## src/rtl/alu_result_sel_reg.sv

```systemverilog
// alu_result_sel_reg: registered N_SRC-way ALU result select (src_bus/sel/in_valid/in_ready in, result/flag_z/flag_n/out_valid/out_ready out) with sticky err_sel cleared by clr_err
module alu_result_sel_reg #(
  parameter int WIDTH = 24,
  parameter int N_SRC = 8,
  parameter int SEL_W = 3,
  parameter logic [N_SRC-1:0] SRC_MASK = 8'b0010_0111
) (
  input  logic                   clk,
  input  logic                   rst_n,
  input  logic [N_SRC*WIDTH-1:0] src_bus,
  input  logic [SEL_W-1:0]       sel,
  input  logic                   in_valid,
  output logic                   in_ready,
  output logic [WIDTH-1:0]       result,
  output logic                   flag_z,
  output logic                   flag_n,
  output logic                   out_valid,
  input  logic                   out_ready,
  output logic                   err_sel,
  input  logic                   clr_err
);
  localparam int NS = 1 << SEL_W;
  localparam logic [NS-1:0] MASK_EXT = NS'(SRC_MASK);
  logic [WIDTH-1:0] slots [NS];
  logic [WIDTH-1:0] sel_val;
  logic legal, acc;
  for (genvar i = 0; i < NS; i++) begin : g_slot
    if (i < N_SRC) begin : g_real
      assign slots[i] = MASK_EXT[i] ? src_bus[i*WIDTH +: WIDTH] : '0;
    end else begin : g_pad
      assign slots[i] = '0;
    end
  end
  assign legal    = MASK_EXT[sel];
  assign sel_val  = slots[sel];
  assign in_ready = !out_valid || out_ready;
  assign acc      = in_valid && in_ready;
  always_ff @(posedge clk) begin
    if (!rst_n) begin
      result    <= '0;
      flag_z    <= 1'b1;
      flag_n    <= 1'b0;
      out_valid <= 1'b0;
      err_sel   <= 1'b0;
    end else begin
      if (acc) begin
        result <= sel_val;
        flag_z <= sel_val == '0;
        flag_n <= sel_val[WIDTH-1];
      end
      out_valid <= acc || (out_valid && !out_ready);
      err_sel   <= (acc && !legal) || (err_sel && !clr_err);
    end
  end
endmodule

```

## config.mk

```make
export PLATFORM = sky130hd
export DESIGN_NAME = alu_result_sel_reg
export DESIGN_NICKNAME = d
export VERILOG_FILES = /design/src/rtl/alu_result_sel_reg.sv
export SDC_FILE = /design/constraint.sdc
export NUM_CORES = 1
export LEC_CHECK = 0
export CORE_MARGIN = 8
export CORE_UTILIZATION = 29
export DETAILED_ROUTE_END_ITERATION = 8
export PLACE_DENSITY = 0.88
export SLEW_MARGIN = 10
export SYNTH_ARGS = -nofsm -noshare
export SYNTH_HDL_FRONTEND = slang
export SYNTH_SLANG_ARGS = --single-unit
```

## constraint.sdc

```tcl
create_clock -name clk -period 5.06 [get_ports clk]
set_input_delay 0.759 -clock clk [delete_from_list [all_inputs] [get_ports clk]]
set_output_delay 0.759 -clock clk [all_outputs]
set_load 0.01 [all_outputs]
```

Word level (Yosys, flattened, before mapping) --
Memories as Yosys holds them, arrays and structs flattened. Index checks and enable logic that the tools add are counted.
Word-level totals: logic and storage cells 25, input port bits 200, memories kept 1, register bits after elaboration 28, bits in read-only memories 8, output and inout port bits 29
Cells by class: bitwise operators 1, reductions and logical operators 12, $lt $le $gt $ge 2, multiplexer cells 4
Memories:
- (name not given) | depth 8, width 1, read ports 1, clocked after Yosys merged registers in 0, write ports 0, RTL line 34 | assign legal = MASK_EXT[sel];
Operators by type and width (number):
- $bmux W24 S3 | 1
- $mux W24 | 2
- $logic_not A24 Y1 | 1
- $ge A4 B4 Y1 const B | 1
- $logic_and A1 B1 Y1 | 4
- $logic_not A1 Y1 | 4
- $lt A3 B4 Y1 const B | 1
- $not A3 Y4 | 1
- $logic_or A1 B1 Y1 | 3
- $mux W1 | 1

Logic depth before layout (Yosys ltp) --
Gate-level depths: netlist (run 1).
depth in word-level cells 5, depth in mapped cells 9, depth with buffers taken out 6

Least setup slack after synthesis (run 1) --
No wires, ideal clock.
kind input -> register, start input port sel[1], end register flag_z, required time 4.967 ns, slack 2.569 ns, arrival 2.398 ns, stages on the path 9, path through buf_6 buf_6 buf_2 mux2i_1 o2bb2ai_1 nand2_1 nand4_1 or4_1 o311ai_2
Between the ends: longest elaborated chain between the ends 5
RTL lines:
- start: declaration | RTL line 11 | input logic [SEL_W-1:0] sel,
- $not A3 Y4 (implied by the code) | RTL line 35 | assign sel_val = slots[sel];
- $bmux W24 S3 | RTL line 35
- $mux W24 (implied by the code) (2 in a row) | RTL line 35
- $logic_not A24 Y1 | RTL line 48 | flag_z <= sel_val == '0;
- end signal: assignment | RTL line 41 | flag_z <= 1'b1;
- end signal: assignment | RTL line 48
- end: declaration | RTL line 15 | output logic flag_z,
Every way passes these cells. The select of a mux whose other input is x is not followed. A chain may end at the register's enable or synchronous reset.

Final worst setup path (run 1) --
start input port sel[0], end register flag_z
Same word-level chain as after synthesis.

==> flow_summary.toml, run 1 <==
[logic_synthesis]
ys_seq_elements = 27
synth_cells = 242
avgSynthCellArea_um2 = 7.83
synth-async-reset-ratio = 0
ys.flop_type = "dfxtp_1"
syn-num-nets = 442
synth_enable_flop_cells = 0
yosysWarnings = 0
ys_types = 40
ys_seq_area_frac = 0.285
syn-cell-area_mm2 = 0.00190

[power]
leakagePower_nw = 1.21
clkPwrFrac = 0.212
switching_share = 0.299
p_int_uw = 423
power_switching_uw = 180
vdd_drop_max_mv = 0.120
power_frac_comb = 0.398
power.share.sequential = 0.390
p_per_area_mw_per_mm2 = 184

[grt]
grt.overflow.total = 0
grt_pass1_vias = 2588
grt_max_degree = 32
grtUsageTotal = 0.169
grt_pass1_wl_mm = 13.3
antenna_found_initial = 0

[placed_design]
port_buffers = 132
dpl.hpwl_mm = 6.72
place_congestion = 0.825

[clock_network]
tritoncts = "yes"
cts_hold_buffers = 0
cts_setup_buffers = 0
tritoncts.num_buffers = 3
htreeDepth = 1
root_buffer = "clkbuf_8"
cts_sinks = 27
clkSlewWorstSetupHoldPaths_ps = 100
clk_path_buf_depth = 2
clock_latency_ps = 280
cts_resized = 0

[setup_path]
cpPeakStageDelay_ps = 770
critPathTopFamily = "buffers and inverters"
cp.required_ps = 5250
cp_cell_sequence = "clkdlybuf4s50_1, nor2b_2, buf_4, a221o_1, a211oi_2, a21oi_1, or4_1, o311ai_2"
path_max_fanout = 25
start_kind = "primary input"
path_buf_inv = 2
worstSetupPathType = "in -> reg"
endpoint_kind = "flop"
crit_slowest_cell = "clkdlybuf4s50_1"
arrival_ps = 3650

[timing]
finalSetupTns_ps = 0
period_needed_ps = 3460
finalSetupViolCount = 0
hold_viol = 0
rsz0062_at_grt = "no"
drv_slew = 0
period_share = 0.684
clock_skew_ps = 1.56
worst_pin_slew_ps = 782
relSlewSlack = 0.479
max_freq_mhz = 289

[die]
die_w_um = 96.9
row_count = 29
die_h_um = 96.9
die_area_mm2 = 0.00938
core_mm2 = 0.00635
start_util = 0.299
ios = 229

[finish]
nFillCells = 606
syn_to_final_growth_pct = 72.4
final_util = 0.515
nNetsFinal = 561
n_antenna_cell = 0
layout-drive-gt1-share = 0.0500

[run_status]
status = "finished clean"

[routing]
antenna_left = 0
wl_mm = 8.42
drtIter0Drc = 90
via_count = 2376
firstDrtPassIters = 5
drc = 0
viasPerCell = 5.44
post_drt_wl_per_cell_um = 19.3

[flow_run]
maxCapViolations = 0

[worst_hold_path]
worstHoldPathType = "reg -> reg"
[synthesized netlist by cell type, types with 4 or more instances]
library cell  instances  area (µm²)
nor3_1                4        20.0
mux2i_1              20         200
buf_2                 4        20.0
o2bb2ai_1             7        61.3
o21ai_0              14        70.1
nor2_1               33         124
nand2_1              15        56.3
a21oi_1              33         165
clkbuf_1             11        41.3
a22oi_1              13        97.6
a221o_1               9        90.1
dfxtp_1              27         541
mux2_2                6        67.6
o211ai_1              4        30.0
[layout by cell type (no fill, tap or decap), types with 2 or more instances in the layout]
master,synthesis,final
a211oi_1,3,3
a21oi_1,33,33
a221o_1,9,9
a22oi_1,13,13
buf_4,1,3
clkbuf_8,0,3
clkdlybuf4s50_1,0,131
clkinv_1,2,2
dfxtp_1,27,27
inv_1,3,3
mux2_1,2,2
mux2_2,6,6
mux2i_1,20,20
nand2_1,15,15
nand2b_1,2,2
nand3_1,2,2
nand4_1,3,3
nor2_1,33,33
nor3_1,4,4
nor4_1,3,3
o211ai_1,4,4
o21ai_0,14,14
o221ai_1,2,2
o2bb2ai_1,7,7
[flip-flops by register name, summed over array words and instances, names as in the netlist]
name / flops
result: 24
out_valid: 1
err_sel: 1
flag_z: 1
[final timing paths]
check | slack [ps] | to | from | cells past startpoint
setup / recovery | 1600 | flag_z | sel[0] | 8
hold / removal | 500 | err_sel | err_sel | 2
setup reg to reg | 3130 | flag_z | out_valid | 7
hold reg to reg | 500 | err_sel | err_sel | 2
[final cells by class]
| type | count | area, µm² | share of cell area |
|---|---|---|---|
| repair buffers | 135 | 1340 | 0.410 |
| multi-input cells | 189 | 1230 | 0.376 |
| inverters | 5 | 18.8 | 0.00574 |
| well taps | 77 | 96.3 | 0.0295 |
| flip-flops and latches | 27 | 541 | 0.165 |
| clock buffers | 4 | 45.0 | 0.0138 |
[worst reg2reg max path, delay by kind of cell, from the launching register on]
family	cells	cell delay, ps
buffers and inverters	1	230
AOI/OAI and AO/OA	1	220
DFF	1	320
and+or+nand+nor	5	1070
[layer usage]
layer | share of wire | vias to the layer above | wire, µm | global-route usage
li1 | - | 1148 | - | -
met4 | 0.012 | 0 | 103 | 0.0249
met5 | 0 | - | 0 | 0
met1 | 0.41 | 1115 | 3430 | 0.183
met3 | 0.087 | 8 | 729 | 0.0661
met2 | 0.49 | 105 | 4160 | 0.308
[cells by family (layout without fill, tap and decap cells)]
logic type,count (synthesis),count (layout),share of synthesized area
AND/OR/NAND/NOR,68,68,0.158
AO/OA/AOI/OAI,92,92,0.327
flip-flops,27,27,0.285
buffers and inverters,26,144,0.0680
multiplexers,29,29,0.161
[per-stage QoR]
stage          power [mW]  hold slack [ps]  instance area, µm²  cells  setup slack (ps)
3_5_place_dp        0.479              482                3220    433              1270
5_1_grt             0.636              536                3270    437              1470
6_report            0.602              496                3270    437              1600
3_3_place_gp        0.474              470                3220    433              1320
2_1_floorplan       0.341              517                1900    242              2570
4_1_cts             0.607              505                3270    437              1580
[power by group through the flow]
| stage | Clock [mW] | Sequential (mW) | Combinational, mW |
|---|---|---|---|
| 2_1_floorplan | 0 | 0.246 | 0.0945 |
| 3_3_place_gp | 0 | 0.239 | 0.235 |
| 3_5_place_dp | 0 | 0.240 | 0.240 |
| 4_1_cts | 0.131 | 0.235 | 0.241 |
| 5_1_grt | 0.140 | 0.237 | 0.259 |
| 6_report | 0.128 | 0.235 | 0.240 |
Power figures use the tool's default switching activity.
==> run 2: changes to the inputs <==
--- a/config.mk
+++ b/config.mk
@@ -6,9 +6,9 @@
 export NUM_CORES = 1
 export LEC_CHECK = 0
 export CORE_MARGIN = 8
-export CORE_UTILIZATION = 29
+export CORE_UTILIZATION = 24
 export DETAILED_ROUTE_END_ITERATION = 8
-export PLACE_DENSITY = 0.88
+export PLACE_DENSITY = 0.77
 export SLEW_MARGIN = 10
 export SYNTH_ARGS = -nofsm -noshare
 export SYNTH_HDL_FRONTEND = slang
==> constraint.sdc (replaced) <==
create_clock -name clk -period 3.11 [get_ports clk]
set_input_delay 0.4665 -clock clk [delete_from_list [all_inputs] [get_ports clk]]
set_output_delay 0.4665 -clock clk [all_outputs]
set_load 0.01 [all_outputs]
==> run 2 against run 1 <==
Net effect: sequential power grew 63%; count of clock-buffer cells in the layout shrank 1; non-clock buffer count increased by 6; core utilization shrank 7.7 points; combinational power grew 65%; cell count increased by 7.1%; worst hold slack better by 5.6 ps; clock skew rose by 6.6 ps; power rose by 64%; clock power up 62%; critical endpoint unchanged; largest cell class unchanged; largest power group unchanged.
==> flow_summary.toml, run 2 (synthesis gave the netlist of run 1 again) <==
[die]
core_mm2 = 0.00769
row_count = 32
die_h_um = 105
die_area_mm2 = 0.0110
die_w_um = 105
ios = 229
start_util = 0.247

[setup_path]
crit_slowest_cell = "clkdlybuf4s50_1"
worstSetupPathType = "in -> reg"
cpPeakStageDelay_ps = 510
reg2reg_depth = 6
cp.required_ps = 3310
r2r_start = "out_valid"
path_max_fanout = 29
start_kind = "primary input"
endpoint_kind = "flop"
arrival_ps = 2870
cp_cell_sequence = "clkdlybuf4s50_1, buf_12, mux2_2, a221o_1, nor4_1, a21oi_1, or2_1, o311ai_2"
r2r_setup_slack_ps = 1420
crit-reg2reg-capture = "flag_z"

[grt]
grt.overflow.total = 0
grt_pass1_vias = 2509
antenna_found_initial = 0
grt_pass1_wl_mm = 13.1
grt_max_degree = 31
grtUsageTotal = 0.147

[power]
power_frac_comb = 0.402
leakagePower_nw = 1.25
switching_share = 0.297
vdd_drop_max_mv = 0.163
power_switching_uw = 293
p_per_area_mw_per_mm2 = 293
p_int_uw = 694
power.share.sequential = 0.388
clkPwrFrac = 0.210
total_power_uw = 986

[finish]
syn_to_final_growth_pct = 77.6
largest_reg_flops = 24
regMostFlops = "result"
layout.cells.non_filler = 468
layout_commonest_cell = "clkdlybuf4s50_1"
nNetsFinal = 567
multi_input_area_mm2 = 0.00123
nFillCells = 773
seq_area_um2 = 541
n_antenna_cell = 0
layout-drive-gt1-share = 0.0656
layout_common_cells = "132 x clkdlybuf4s50_1, 33 x nor2_1, 33 x a21oi_1, 27 x dfxtp_1, 20 x mux2i_1"

[routing]
drtIter0Drc = 116
drc = 0
wl_mm = 8.38
post_drt_wl_per_cell_um = 17.9
firstDrtPassIters = 4
viasPerCell = 5.12
via_count = 2395
antenna_left = 0

[clock_network]
clock_latency_ps = 280
root_buffer = "clkbuf_8"
cts_setup_buffers = 0
clk_path_buf_depth = 2
cts_sinks = 27
tritoncts = "yes"
clkSlewWorstSetupHoldPaths_ps = 100
cts_resized = 0
htreeDepth = 1
tritoncts.num_buffers = 3
cts_hold_buffers = 0

[timing]
period_needed_ps = 2670
fin_ws_ps = 437
relSlewSlack = 0.507
finalSetupTns_ps = 0
period_share = 0.859
worst_pin_slew_ps = 736
max_freq_mhz = 374
drv_slew = 0
finalSetupViolCount = 0
rsz0062_at_grt = "no"
hold_viol = 0
whs_ps = 502
clock_skew_ps = 8.15

[worst_hold_path]
hp-start = "err_sel"
hold_end = "err_sel"
worstHoldPathType = "reg -> reg"
hold_depth = 2

[placed_design]
dp_cells = 464
place_congestion = 0.845
port_buffers = 132
dpl.hpwl_mm = 6.90
pre_cts_slack_ps = 140

[run_status]
status = "finished clean"

[flow_run]
maxCapViolations = 0
run 2: cell types whose count changed in the layout (fill, tap and decap cells not counted), sizes merged:
cell           before  now
clkbuf              4    3
buf                 4    9
clkdlybuf4s50     131  132
clkinvlp            0    1
run 2: power groups by stage:
stage	registers (mW)	logic [mW]	clock network, mW
6_report	0.383	0.396	0.207
5_1_grt	0.387	0.429	0.229
4_1_cts	0.383	0.399	0.218
3_5_place_dp	0.391	0.398	0
3_3_place_gp	0.390	0.393	0
2_1_floorplan	0.400	0.154	0
run 2: final cells by class:
class                      count  share of cell area
tap                          102              0.0379
timing repair buffer         141               0.416
inverter                       5             0.00558
multi-input combinational    189               0.365
sequential                    27               0.161
clock inverter                 1             0.00223
clock buffer                   3              0.0123
run 2: metrics by stage:
stage                     instance area, µm²   util
after floorplan                         1900      -
after global placement                  3320  0.431
after detailed placement                3320  0.431
after CTS                               3370  0.438
after global routing                    3370  0.438
final                                   3370  0.438
run 2: how the worst max path moves through the flow:
stage               cells past startpoint  slack (ps)      to   start
finish                                  8         440  flag_z  sel[1]
global route                            8         310  flag_z  sel[1]
CTS                                     8         440  flag_z  sel[1]
detailed placement                      8         140  flag_z  sel[1]
global placement                        8         170  flag_z  sel[1]
floorplan                               9         910  flag_z  sel[1]
run 2: worst max-delay path: cells and delay by family:
| family | cells | cell delay, ps |
|---|---|---|
| AO/OA/AOI/OAI | 3 | 750 |
| AND/OR/NAND/NOR | 2 | 560 |
| multiplexers | 1 | 360 |
| buffers and inverters | 2 | 730 |
run 2: layer usage:
layer / GRT usage / vias up / part of all wire
met1: 0.156 / 1117 / 0.39
met2: 0.269 / 116 / 0.51
met4: 0.0204 / 0 / 0.0075
met3: 0.0614 / 6 / 0.094
met5: 0 / - / 0
li1: - / 1156 / -
==> run 3: changes to the inputs <==
--- a/config.mk
+++ b/config.mk
@@ -7,6 +7,7 @@
 export LEC_CHECK = 0
 export CORE_MARGIN = 8
 export CORE_UTILIZATION = 24
+export CTS_CLUSTER_SIZE = 20
 export DETAILED_ROUTE_END_ITERATION = 8
 export PLACE_DENSITY = 0.77
 export SLEW_MARGIN = 10
==> results of run 3 <==
Same layout as run 2: the final DEF is identical, and so are final timing and power.
==> RTL change (settings of run 2) <==
Register the output `flag_n` once more, with the module's reset; this adds one clock of latency there. The other outputs are not delayed to match. Comments in the files are not updated.
--- a/src/rtl/alu_result_sel_reg.sv
+++ b/src/rtl/alu_result_sel_reg.sv
@@ -21,6 +21,8 @@
 );
   localparam int NS = 1 << SEL_W;
   localparam logic [NS-1:0] MASK_EXT = NS'(SRC_MASK);
+
+  logic flag_n_s0;
   logic [WIDTH-1:0] slots [NS];
   logic [WIDTH-1:0] sel_val;
   logic legal, acc;
@@ -39,18 +41,26 @@
     if (!rst_n) begin
       result    <= '0;
       flag_z    <= 1'b1;
-      flag_n    <= 1'b0;
+      flag_n_s0 <= 1'b0;
       out_valid <= 1'b0;
       err_sel   <= 1'b0;
     end else begin
       if (acc) begin
         result <= sel_val;
         flag_z <= sel_val == '0;
-        flag_n <= sel_val[WIDTH-1];
+        flag_n_s0 <= sel_val[WIDTH-1];
       end
       out_valid <= acc || (out_valid && !out_ready);
       err_sel   <= (acc && !legal) || (err_sel && !clr_err);
     end
   end
+  always_ff @(posedge clk) begin
+    if (!rst_n) begin
+      flag_n <= '0;
+    end else begin
+      flag_n <= flag_n_s0;
+    end
+  end
+
 endmodule
 
Behaviour: not the same (a bounded check fails within 4 cycles, from zero or initial values and one cycle with rst_n low).
==> RTL change against run 2 <==
Worst setup slack better by 0.0091 ns. Power up 0.93%. Worst hold slack lost 0.013 ns. Global-route usage grew 0.28 points. Sequential power rose by 3%. Sequential share of layout area increased by 0.33 points. Clock power is 4% lower. Area after synthesis grew 1.6%. Sequential cell count rose by 1. Via count increased by 2.4%. Combinational power grew 1%. Wire length increased by 3.7%. Design area rose by 1.6%. Critical path type unchanged.
==> RTL change: results (changes against run 2) <==
* Worst skew pair latency at 0.27 ns
* First-pass GRT wire length at 13400 um (+2.1%)
* Crit path from: sel[1]
* Via/cell ratio at 5.19 (+1.5%)
* Vias in the first global route at 2505 (-0.16%)
* GRT Overall Usage at 14.9% (+0.28 points)
* Final worst setup slack at 0.446 ns (+0.00905 ns)
* Worst Clk Skew at 0.00263 ns (-0.00551 ns)
* Synth Instances at 245 (+1.2%)
* Post-Place Cells at 469 (+1.1%)
* Non-Filler Instances at 472 (+0.85%)
* Post-CTS resize count at 0 (unchanged)
* CTS HTree Levels at 1 (unchanged)
* Leak Pwr at 1.28 nW (+2.5%)
* Placed instance area at 3380 um2 (+1.8%)
* Antenna diodes at 0 (unchanged)
* Peak supply drop at 0.123 mV (-24%)
* Pin count of the biggest net entering global routing at 32 (+3.2%)
* DR iter-0 viols at 211 (+82%)
* Top post-synthesis cells by area: dfxtp_1 (29%), mux2i_1 (10%), a21oi_1 (8.6%)
* RR Startpoint: out_valid$_SDFF_PN0_
* Synth Warn # at 0 (unchanged)
* Filler cell count at 788 (+1.9%)
* Sequential area share after synthesis at 29.1% (+0.59 points)
* Max transition margin at 60.8% (+10 points)
* Drt total wl at 8700 um (+3.7%)
* Total setup buffers inserted after CTS at 0 (unchanged)
* GPL Wtd Cong at 0.878 (+4.0%)
* Port Buf Inserts at 132 (unchanged)
* Initial antenna violation count at 0 (unchanged)
* Status: finished clean
* Total Nets Final at 572 (+0.88%)
* Root buffer cell: clkbuf_8
* Largest delay share family, worst path: buffers and inverters
* WHS at 0.489 ns (-0.0128 ns)
* Slowest stage delay, CP at 0.61 ns (+0.10 ns)
* R2r setup slk at 1.44 ns (+0.02 ns)
* Min-delay src: flag_z$_SDFFE_PN1P_
* Mapped Nets at 445 (+0.68%)
* Drt pass-1 iters at 5 (+1)
* Post-synth top cells: a21oi_1 (33), nor2_1 (33), dfxtp_1 (28)
* Post-DP HPWL at 7120 um (+3.3%)
* Pre-CTS WS at 0.176 ns (+0.0360 ns)
* Critical path peak fanout at 9 (-69%)
* Clk slew on worst S/H paths at 0.09 ns
* Storage cell area at 561 um2 (+3.7%)
* Worst Path Arrival at 2.85 ns (-0.02 ns)
* Fraction of layout cells with a size suffix above 1 at 7.03% (+0.47 points)
==> RTL change: final cells by class <==
type | instances | share of cell area, %
clock buffer | 3 | 1.21
inverter | 5 | 0.549
tap | 102 | 3.73
timing repair buffer | 144 | 42.0
multi-input combinational | 190 | 36.1
sequential | 28 | 16.4
==> RTL change: metal layers <==
metal	global-route usage (%)	part of all wire, %	vias up
met4	4.42	1.6	0
li1	-	-	1168
met1	16.7	39	1135
met2	25.6	48	139
met3	5.91	12	10
met5	0	0	-
==> RTL change: where the power goes <==
group	internal (mW)	total [mW]	leakage (nW)	switching, mW
Clock	0.0870	0.198	0.0216	0.111
Sequential	0.383	0.396	0.231	0.0129
Combinational	0.236	0.401	1.02	0.165
==> RTL change: logic make-up after synthesis <==
family,after synthesis,share of synthesized area (%)
compound gates,92,32.2
flops,28,29.1
mux,29,15.9
simple gates,69,15.9
buf+inv,27,6.89
==> RTL change: worst reg2reg max path, stage by stage, from the launching register on <==
cell      delay [ns]
dfxtp_1         0.32
nand2b_1        0.12
nand2_1         0.10
nor3_1          0.20
nand4_1         0.12
or4_1           0.53
o311ai_2        0.21
==> RTL change: worst paths after layout <==
| check | depth (start not counted) | endpoint |
|---|---|---|
| setup reg to reg | 6 | flag_z$_SDFFE_PN1P_ |
| setup / recovery | 8 | flag_z$_SDFFE_PN1P_ |
| hold / removal | 2 | flag_z$_SDFFE_PN1P_ |
| hold reg to reg | 2 | flag_z$_SDFFE_PN1P_ |
